[src/rtl/otter_hazard_ctrl.sv]
`default_nettype none
// ============================================================================
// Module   : otter_hazard_ctrl
// Brief    : Hazard, forwarding and stall controller for the 5-stage OTTER
//            pipeline. Produces EX operand-forward selects, load-use stalls,
//            branch/jump flushes, data-memory wait freezes, a sticky
//            memory-timeout error and saturating stall/flush counters.
// Revision : 1.0 - initial release
// ============================================================================
module otter_hazard_ctrl #(
  parameter int REG_AW      = 5,   // register-address width, x0 never a source
  parameter int MEM_TIMEOUT = 15,  // consecutive wait cycles before abort, 1..255
  parameter int CNT_W       = 16   // performance counter width (saturating)
) (
  input  logic              CLK,
  input  logic              RESET_N,
  // DE stage sources
  input  logic [REG_AW-1:0] de_rs1_addr,
  input  logic [REG_AW-1:0] de_rs2_addr,
  input  logic              de_rs1_used,
  input  logic              de_rs2_used,
  // EX stage
  input  logic [REG_AW-1:0] ex_rs1_addr,
  input  logic [REG_AW-1:0] ex_rs2_addr,
  input  logic              ex_rs1_used,
  input  logic              ex_rs2_used,
  input  logic [REG_AW-1:0] ex_rd_addr,
  input  logic              ex_regWrite,
  input  logic              ex_memRead,
  // MEM stage
  input  logic [REG_AW-1:0] mem_rd_addr,
  input  logic              mem_regWrite,
  input  logic              mem_memRead,
  // WB stage
  input  logic [REG_AW-1:0] wb_rd_addr,
  input  logic              wb_regWrite,
  // control-flow and data memory
  input  logic              ex_redirect,
  input  logic              dmem_req,
  input  logic              dmem_ready,
  // forwarding selects: 00 RF/ID-EX, 01 MEM ALU result, 10 WB write data
  output logic [1:0]        fwd_a_sel,
  output logic [1:0]        fwd_b_sel,
  // pipeline-register controls
  output logic              pc_write,
  output logic              if_de_write,
  output logic              de_ex_write,
  output logic              ex_mem_write,
  output logic              if_de_flush,
  output logic              de_ex_bubble,
  output logic              mem_wb_bubble,
  // status
  output logic              mem_timeout_err,
  output logic [CNT_W-1:0]  stall_cycles,
  output logic [CNT_W-1:0]  flush_events
);

  // --------------------------------------------------------------------------
  // Constants
  // --------------------------------------------------------------------------
  localparam int                c_WAIT_W     = 8;
  // The wait cycle whose count reaches MEM_TIMEOUT is the abort cycle; the
  // counter holds the number of wait cycles already spent, so the abort is
  // taken when it equals (or passes) MEM_TIMEOUT-1.
  localparam logic [c_WAIT_W-1:0] c_TIMEOUT_M1 = c_WAIT_W'(MEM_TIMEOUT - 1);
  localparam logic [c_WAIT_W-1:0] c_WAIT_ONE   = c_WAIT_W'(1);
  localparam logic [CNT_W-1:0]    c_CNT_MAX    = {CNT_W{1'b1}};
  localparam logic [CNT_W-1:0]    c_CNT_ONE    = CNT_W'(1);

  typedef enum logic [0:0] {
    S_RUN      = 1'b0,
    S_MEM_WAIT = 1'b1
  } state_t;

  // --------------------------------------------------------------------------
  // Registers and combinational nets
  // --------------------------------------------------------------------------
  state_t              r_state;
  state_t              w_next_state;
  logic [c_WAIT_W-1:0] r_wait_cnt;
  logic [c_WAIT_W-1:0] w_next_wait_cnt;
  logic                r_timeout_err;
  logic                w_set_err;
  logic [CNT_W-1:0]    r_stall_cycles;
  logic [CNT_W-1:0]    r_flush_events;

  logic                w_lu;         // load-use hazard between EX load and DE
  logic                w_mw;         // data memory is holding MEM this cycle
  logic                w_apply_run;  // normal redirect / load-use handling active
  logic                w_wait_hit;   // this wait cycle is the abort cycle

  // --------------------------------------------------------------------------
  // Forwarding: MEM beats WB; a load in MEM has no ALU result to forward.
  // --------------------------------------------------------------------------
  function automatic logic [1:0] fwd_pick(
    input logic              src_used,
    input logic [REG_AW-1:0] src_addr,
    input logic              m_we,
    input logic              m_ld,
    input logic [REG_AW-1:0] m_rd,
    input logic              w_we,
    input logic [REG_AW-1:0] w_rd
  );
    logic [1:0] sel;
    sel = 2'b00;
    if (src_used && m_we && !m_ld && (m_rd != '0) && (m_rd == src_addr)) begin
      sel = 2'b01;
    end else if (src_used && w_we && (w_rd != '0) && (w_rd == src_addr)) begin
      sel = 2'b10;
    end
    return sel;
  endfunction

  // --------------------------------------------------------------------------
  // Hazard detection terms
  // --------------------------------------------------------------------------
  assign w_lu = ex_memRead && ex_regWrite && (ex_rd_addr != '0) &&
                ((de_rs1_used && (de_rs1_addr == ex_rd_addr)) ||
                 (de_rs2_used && (de_rs2_addr == ex_rd_addr)));

  assign w_mw       = dmem_req && !dmem_ready;
  assign w_wait_hit = (r_wait_cnt >= c_TIMEOUT_M1);

  // Next-state and pipeline-control outputs; reset forces the idle values
  // so the pipeline sees all enables high without waiting for a clock.
  always_comb begin
    fwd_a_sel       = 2'b00;
    fwd_b_sel       = 2'b00;
    pc_write        = 1'b1;
    if_de_write     = 1'b1;
    de_ex_write     = 1'b1;
    ex_mem_write    = 1'b1;
    if_de_flush     = 1'b0;
    de_ex_bubble    = 1'b0;
    mem_wb_bubble   = 1'b0;
    w_next_state    = r_state;
    w_next_wait_cnt = r_wait_cnt;
    w_set_err       = 1'b0;
    w_apply_run     = 1'b0;

    fwd_a_sel = fwd_pick(ex_rs1_used, ex_rs1_addr, mem_regWrite, mem_memRead,
                         mem_rd_addr, wb_regWrite, wb_rd_addr);
    fwd_b_sel = fwd_pick(ex_rs2_used, ex_rs2_addr, mem_regWrite, mem_memRead,
                         mem_rd_addr, wb_regWrite, wb_rd_addr);

    unique case (r_state)
      S_RUN: begin
        if (w_mw) begin
          // Freeze everything up to MEM; WB receives a bubble.
          pc_write        = 1'b0;
          if_de_write     = 1'b0;
          de_ex_write     = 1'b0;
          ex_mem_write    = 1'b0;
          mem_wb_bubble   = 1'b1;
          w_next_state    = S_MEM_WAIT;
          w_next_wait_cnt = c_WAIT_ONE;
        end else begin
          w_apply_run = 1'b1;
        end
      end

      S_MEM_WAIT: begin
        if (!w_mw) begin
          // Access completes: MEM advances with the normal RUN behaviour.
          w_apply_run     = 1'b1;
          w_next_state    = S_RUN;
          w_next_wait_cnt = '0;
        end else if (w_wait_hit) begin
          // Abort the access: the pipeline moves on, WB still gets a bubble
          // because the MEM result is undefined.
          w_apply_run     = 1'b1;
          mem_wb_bubble   = 1'b1;
          w_set_err       = 1'b1;
          w_next_state    = S_RUN;
          w_next_wait_cnt = '0;
        end else begin
          pc_write        = 1'b0;
          if_de_write     = 1'b0;
          de_ex_write     = 1'b0;
          ex_mem_write    = 1'b0;
          mem_wb_bubble   = 1'b1;
          w_next_wait_cnt = r_wait_cnt + c_WAIT_ONE;
        end
      end

      default: begin
        w_next_state    = S_RUN;
        w_next_wait_cnt = '0;
      end
    endcase

    // Redirect beats load-use: the dependent DE instruction is being flushed.
    if (w_apply_run) begin
      if (ex_redirect) begin
        if_de_flush  = 1'b1;
        de_ex_bubble = 1'b1;
      end else if (w_lu) begin
        pc_write     = 1'b0;
        if_de_write  = 1'b0;
        de_ex_bubble = 1'b1;
      end
    end

    if (!RESET_N) begin
      fwd_a_sel     = 2'b00;
      fwd_b_sel     = 2'b00;
      pc_write      = 1'b1;
      if_de_write   = 1'b1;
      de_ex_write   = 1'b1;
      ex_mem_write  = 1'b1;
      if_de_flush   = 1'b0;
      de_ex_bubble  = 1'b0;
      mem_wb_bubble = 1'b0;
      w_set_err     = 1'b0;
    end
  end

  // State, wait counter and sticky timeout error
  always_ff @(posedge CLK or negedge RESET_N) begin
    if (!RESET_N) begin
      r_state       <= S_RUN;
      r_wait_cnt    <= '0;
      r_timeout_err <= 1'b0;
    end else begin
      r_state    <= w_next_state;
      r_wait_cnt <= w_next_wait_cnt;
      if (w_set_err) begin
        r_timeout_err <= 1'b1;
      end
    end
  end

  // Saturating stall and flush performance counters
  always_ff @(posedge CLK or negedge RESET_N) begin
    if (!RESET_N) begin
      r_stall_cycles <= '0;
      r_flush_events <= '0;
    end else begin
      if (!pc_write && (r_stall_cycles != c_CNT_MAX)) begin
        r_stall_cycles <= r_stall_cycles + c_CNT_ONE;
      end
      if (if_de_flush && (r_flush_events != c_CNT_MAX)) begin
        r_flush_events <= r_flush_events + c_CNT_ONE;
      end
    end
  end

  assign mem_timeout_err = r_timeout_err;
  assign stall_cycles    = r_stall_cycles;
  assign flush_events    = r_flush_events;

endmodule
`default_nettype wire

[config.mk]
export PLATFORM = sky130hd
export DESIGN_NAME = otter_hazard_ctrl
export DESIGN_NICKNAME = d
export VERILOG_FILES = /design/src/rtl/otter_hazard_ctrl.sv
export SDC_FILE = /design/constraint.sdc
export NUM_CORES = 1
export LEC_CHECK = 0
export ABC_CLOCK_PERIOD_IN_PS = 2000
export CAP_MARGIN = 25
export CELL_PAD_IN_SITES_DETAIL_PLACEMENT = 1
export CELL_PAD_IN_SITES_GLOBAL_PLACEMENT = 2
export CORE_UTILIZATION = 23
export DETAILED_ROUTE_END_ITERATION = 8
export GPL_TIMING_DRIVEN = 0
export HOLD_SLACK_MARGIN = 0.1
export PLACE_DENSITY = 0.81
export RECOVER_POWER = 100
export SLEW_MARGIN = 40
export SYNTH_ARGS = -nofsm -noshare
export SYNTH_HDL_FRONTEND = slang
export SYNTH_SLANG_ARGS = --single-unit
[constraint.sdc]
create_clock -name CLK -period 2 [get_ports CLK]
set_input_delay 0.3 -clock CLK [delete_from_list [all_inputs] [get_ports CLK]]
set_output_delay 0.3 -clock CLK [all_outputs]
set_load 0.02 [all_outputs]
* After elaboration in Yosys (flattened, before gate mapping)
Index checks and enable logic that the tools add are counted.
** Storage, ports and cells
- Bits in registers :: 42
- Input port bits :: 49
- Output and inout bits :: 44
- Word-level logic and storage cells :: 82
** Cells by class
- Add/subtract/negate cells :: 3
- Order comparisons :: 1
- Eq/ne operators :: 9
- Mux-type cells :: 34
- Bitwise gates (word level) :: 1
- Reduce and logical (&&, ||, !) cells :: 29
** Operator list (number)
- adder 16 x 1 -> 16 bit, second input constant :: 2
- inequality test 16 bit, second input constant :: 2
- equality test 5 bit :: 6
- 2-to-1 mux 8 bit :: 3
- logical AND 1 bit :: 22
- 2-to-1 mux 1 bit :: 22
- one-hot mux 8 bit (2 select lines) :: 1
- nonzero test 5 bit :: 3
- 2-to-1 mux 2 bit :: 6
- adder 8 x 1 -> 8 bit, second input constant :: 1
- greater-or-equal comparator 8 x 4 -> 1 bit, second input constant :: 1
- one-hot mux 1 bit (2 select lines) :: 2
- logical NOT 1 bit :: 3
- inequality test 2 bit, second input constant :: 1
- logical OR 1 bit :: 1
- inverter 1 bit :: 1

* Longest topological paths before layout
- Word-level depth :: 10
- Depth in mapped cells :: 9
- Gate-level depth less buffers :: 8

* Worst setup path after synthesis
OpenSTA, ideal clock, no wires.
- Kind :: register to register
- Start point :: reg r_wait_cnt[0]
- End point :: reg r_flush_events[3], in the netlist flush_events[3]
- Library setup time :: 132 ps
- Arrival :: 1853 ps
- Data required time :: 1868 ps
- Path slack :: 15 ps
- Cell stages (with the launch flop) :: 10
- Buffers on the path :: 1
- Period minus slack after synthesis :: 1985 ps
- Cell sequence :: dfrtp_1 > inv_1 > ha_1 > o211ai_1 > a21boi_1 > o311a_1 > buf_2 > o21a_1 > and4_1 > xor2_1
** On the way
- Word-level cells in the longest chain between the ends :: 7
** RTL lines
- start: declaration :: line 80 : logic [c_WAIT_W-1:0] r_wait_cnt;
- start signal: assignment :: line 226 : r_wait_cnt <= w_next_wait_cnt;
- greater-or-equal comparator 8 x 4 -> 1 bit :: line 122 : assign w_wait_hit = (r_wait_cnt >= c_TIMEOUT_M1);
- 2-to-1 mux 1 bit :: line 168 : end else if (w_wait_hit) begin
- 2-to-1 mux 1 bit :: line 163 : if (!w_mw) begin
- one-hot mux 1 bit (2 select lines) :: line 146 : unique case (r_state)
- 2-to-1 mux 1 bit :: line 193 : if (w_apply_run) begin
- 2-to-1 mux 1 bit :: line 204 : if (!RESET_N) begin
- net if_de_flush :: line 49 : output logic if_de_flush,
- logical AND 1 bit :: line 242 : if (if_de_flush && (r_flush_events != c_CNT_MAX)) begin
- end signal: assignment :: line 243 : r_flush_events <= r_flush_events + c_CNT_ONE;
- end: declaration :: line 85 : logic [CNT_W-1:0] r_flush_events;
The timed path passes the listed nets, and every way through them passes these cells.
A chain may end at the register's enable or synchronous reset.

* Worst setup path after layout
- Start point :: reg r_wait_cnt[0]
- End point :: out pc_write
** On the way
- Word-level cells in the longest chain between the ends :: 6
** RTL lines
- greater-or-equal comparator 8 x 4 -> 1 bit :: line 122
- 2-to-1 mux 1 bit :: line 168
- 2-to-1 mux 1 bit :: line 163
- one-hot mux 1 bit (2 select lines) :: line 146
- 2-to-1 mux 1 bit :: line 193
- 2-to-1 mux 1 bit :: line 204
- end: declaration :: line 45 : output logic pc_write,
Every way passes these cells.

==> metrics.cfg <==
[cells_and_area]
fin_util=0.399
fin_nets=420
diodes=0
fin_area_sq_mm=0.00412
num-fill-cells=1151
area_growth_syn_to_layout_pct=68.2
drive_above_1_share=0.243

[global_route]
grt_overflow=0
antenna_found_initial=0
grt_max_degree=34
grt_pass1_vias=2481
grt.total_usage=0.140
grt_pass1_wl_mm=12.4

[power]
pwr_density_cell_mw_per_mm2=637
peakVddDrop_mv=0.391
leakagePower_nw=1.90

[logic_synthesis]
ys_types=38
ys_seq_elements=42
ys_warn_count=0
ys.flop_type=dfrtp_1
async_flop_share=1.00
synth_edf_count=0
yosysSeqAreaShare=0.429
syn_inst=246
avgSynthCellArea_sq_um=9.95
syn_nets=299
netlist_area_sq_mm=0.00245

[detailed_routing]
ant_nets=0
firstDrtPassIters=4
num_vias=2291
detail_route.wl_per_cell_um=15.5
drcViolationCount=0
drt-initial-drc-count=53
viasPerCell=4.55
routed_wl_mm=7.80

[critical_path]
slowest_delay_ns=0.40
arrival_ns=1.91
r2r_start=r_wait_cnt[0]
rrSetupSlack_ns=-0.07
crit_end=pc_write
cpMostUsedCell=buf_6
startpoint=r_wait_cnt[0]
crit_chain=inv_2 > ha_4 > o211ai_1 > and2_4 > nand2b_4 > a22oi_4 > buf_6 > buf_6 > buf_6
slowest_stage=dfrtp_1
crit_path_start_kind=flop
worst_setup_path_end_kind=output pin
r2r-end=stall_cycles[1]
rr_worst_depth=10
critical_path_class=reg2out
cp_max_fo=4
crit_required_ns=1.70

[clock_tree]
cts_tree=yes
cts_buffer_depth=2
clock-sinks=42
clk_pin_slew_ns=0.08
h-tree-depth=2
clock_latency_ns=0.29
cts_buffers=5
ctsRootBufferMaster=clkbuf_8

[place]
place_ws_ns=-1.13
dpl_cell_area_sq_mm=0.00356
dpl.hpwl_mm=5.61
routabilityCongestion=0.776
portBuffers=92

[die]
row_count=37
die_h_um=105
start_util=0.237
dieArea_sq_mm=0.0111
die_x_um=105
coreArea_sq_mm=0.0103
ios=93

[sta]
timing.final.crit_share=1.11
post-route-min-period_ns=2.21
setup_tns_ns=-1.39
finalWorstSetupSlack_ns=-0.212
fmax_mhz=452
hold_violations=0
setup_violations=20
finClkSkew_ns=0.00610
worstMarginPinSlew_ns=0.868
relSlewSlack=0.421
rsz0062_at_grt=true
slew_viol_final=0

[status]
violations=setup timing
outcome=finished with violations

[worst_hold_path]
hp-class=in2async

[flow_run]
drv_cap=0

[critical path, delay by kind of cell (launching register included)]
family,cells,cell delay (ns)
buffers and inverters,4,0.42
AOI/OAI and AO/OA,2,0.32
and+or+nand+nor,2,0.34
DFF,1,0.40
adders and majority gates,1,0.12
[repair_timing]
item	4_1_cts	5_1_grt
pin swaps	10	27
hold buffers	2	0
gates resized for setup	93	51
hold endpoints to repair	9	0
buffers inserted	14	6
endpoints found under the setup margin	32	39
gates cloned	0	0
[how the worst min path moves through the flow]
| stage | to | depth (start not counted) | from | slack, ns |
|---|---|---|---|---|
| after CTS | flush_events[11] | 3 | RESET_N | 0.13 |
| after global placement | mem_timeout_err | 1 | mem_timeout_err | 0.44 |
| after detailed placement | flush_events[15] | 1 | RESET_N | 0.17 |
| after floorplan | flush_events[0] | 0 | RESET_N | 0.004 |
| final | flush_events[11] | 3 | RESET_N | 0.48 |
| after global routing | mem_timeout_err | 1 | mem_timeout_err | 0.52 |
[metal layers]
| metal | vias up | global-route usage | part of all wire | wire length [um] |
|---|---|---|---|---|
| li1 | 1095 | - | - | - |
| met1 | 1153 | 0.169 | 0.42 | 3270 |
| met2 | 34 | 0.263 | 0.55 | 4280 |
| met3 | 9 | 0.0218 | 0.022 | 172 |
| met4 | 0 | 0.0241 | 0.0097 | 76 |
| met5 | - | 0 | 0 | 0 |
[layout make-up]
class                           instances  area (sq um)  share of cell area
Multi-Input combinational cell        194          1640               0.398
Timing Repair Buffer                  115          1090               0.265
Sequential cell                        42          1050               0.255
Tap cell                              136           170              0.0413
Clock buffer                            6          82.6              0.0201
Clock inverter                          1          30.0             0.00729
Buffer                                  3          30.0             0.00729
Inverter                                6          22.5             0.00547
[cells in the mapped netlist (3+ instances only)]
library cell / number / area [sq um]
ha_1: 4 / 50.1
dfrtp_1: 42 / 1050
inv_1: 6 / 22.5
nor3_1: 10 / 50.1
and4_1: 4 / 35.0
xnor2_1: 31 / 272
o21ai_0: 7 / 35.0
nand2_1: 23 / 86.3
nor4_1: 5 / 31.3
and3_1: 6 / 37.5
and2_1: 7 / 43.8
nand3_1: 14 / 70.1
nor2b_1: 3 / 18.8
xor2_1: 28 / 245
nand4_1: 11 / 68.8
nor2_1: 15 / 56.3
[sequential cells by signal (all words and copies together), names as in the netlist]
signal and cells:
flush_events 16, stall_cycles 16, r_wait_cnt 8, mem_timeout_err 1, r_state 1
[logic make-up (layout without fill, tap and decap cells)]
kind of cell,count (synthesis),count (layout),share of synthesized area
mux,4,4,0.0210
fa+ha+maj,4,4,0.0205
buf+inv,10,131,0.0220
compound gates,20,20,0.0654
xor+xnor,59,59,0.211
simple gates,107,107,0.231
flops,42,42,0.429
[layout by cell type, fill, tap and decap left out, types with 2 or more instances in the layout]
master / count
nor4_2: 2
nor2_1: 11
dfrtp_1: 42
nor4_4: 2
xnor2_1: 31
clkdlybuf4s15_1: 2
buf_6: 8
o21ai_0: 6
ha_1: 3
nor2_4: 3
nor4b_4: 2
dlymetal6s2s_1: 5
nor3_2: 4
and4_1: 4
nor3_4: 6
or4_4: 2
clkbuf_8: 6
and3_1: 6
mux2_4: 2
buf_2: 3
buf_4: 22
nand4_1: 11
clkbuf_2: 2
inv_1: 5
nand2_2: 2
xor2_1: 28
and2_0: 3
nor2_2: 2
nor2b_2: 2
dlygate4sd2_1: 9
and2_1: 3
nand2_1: 21
o211a_1: 2
nand3_1: 13
clkdlybuf4s50_1: 62
[report_power, final]
part	internal (W)	switching, W
clock network	0.000400	0.000296
registers	0.000950	0.000132
logic	0.000449	0.000394
total	0.00180	0.000822
[per-stage QoR]
step / hold WS [ns] / power (W) / instances
5_1_grt: 0.521 / 0.00275 / 503
6_report: 0.477 / 0.00262 / 503
3_3_place_gp: 0.444 / 0.00182 / 474
4_1_cts: 0.132 / 0.00261 / 497
2_1_floorplan: 0.00441 / 0.00142 / 246
3_5_place_dp: 0.173 / 0.00186 / 475
Power figures use the tool's default switching activity.
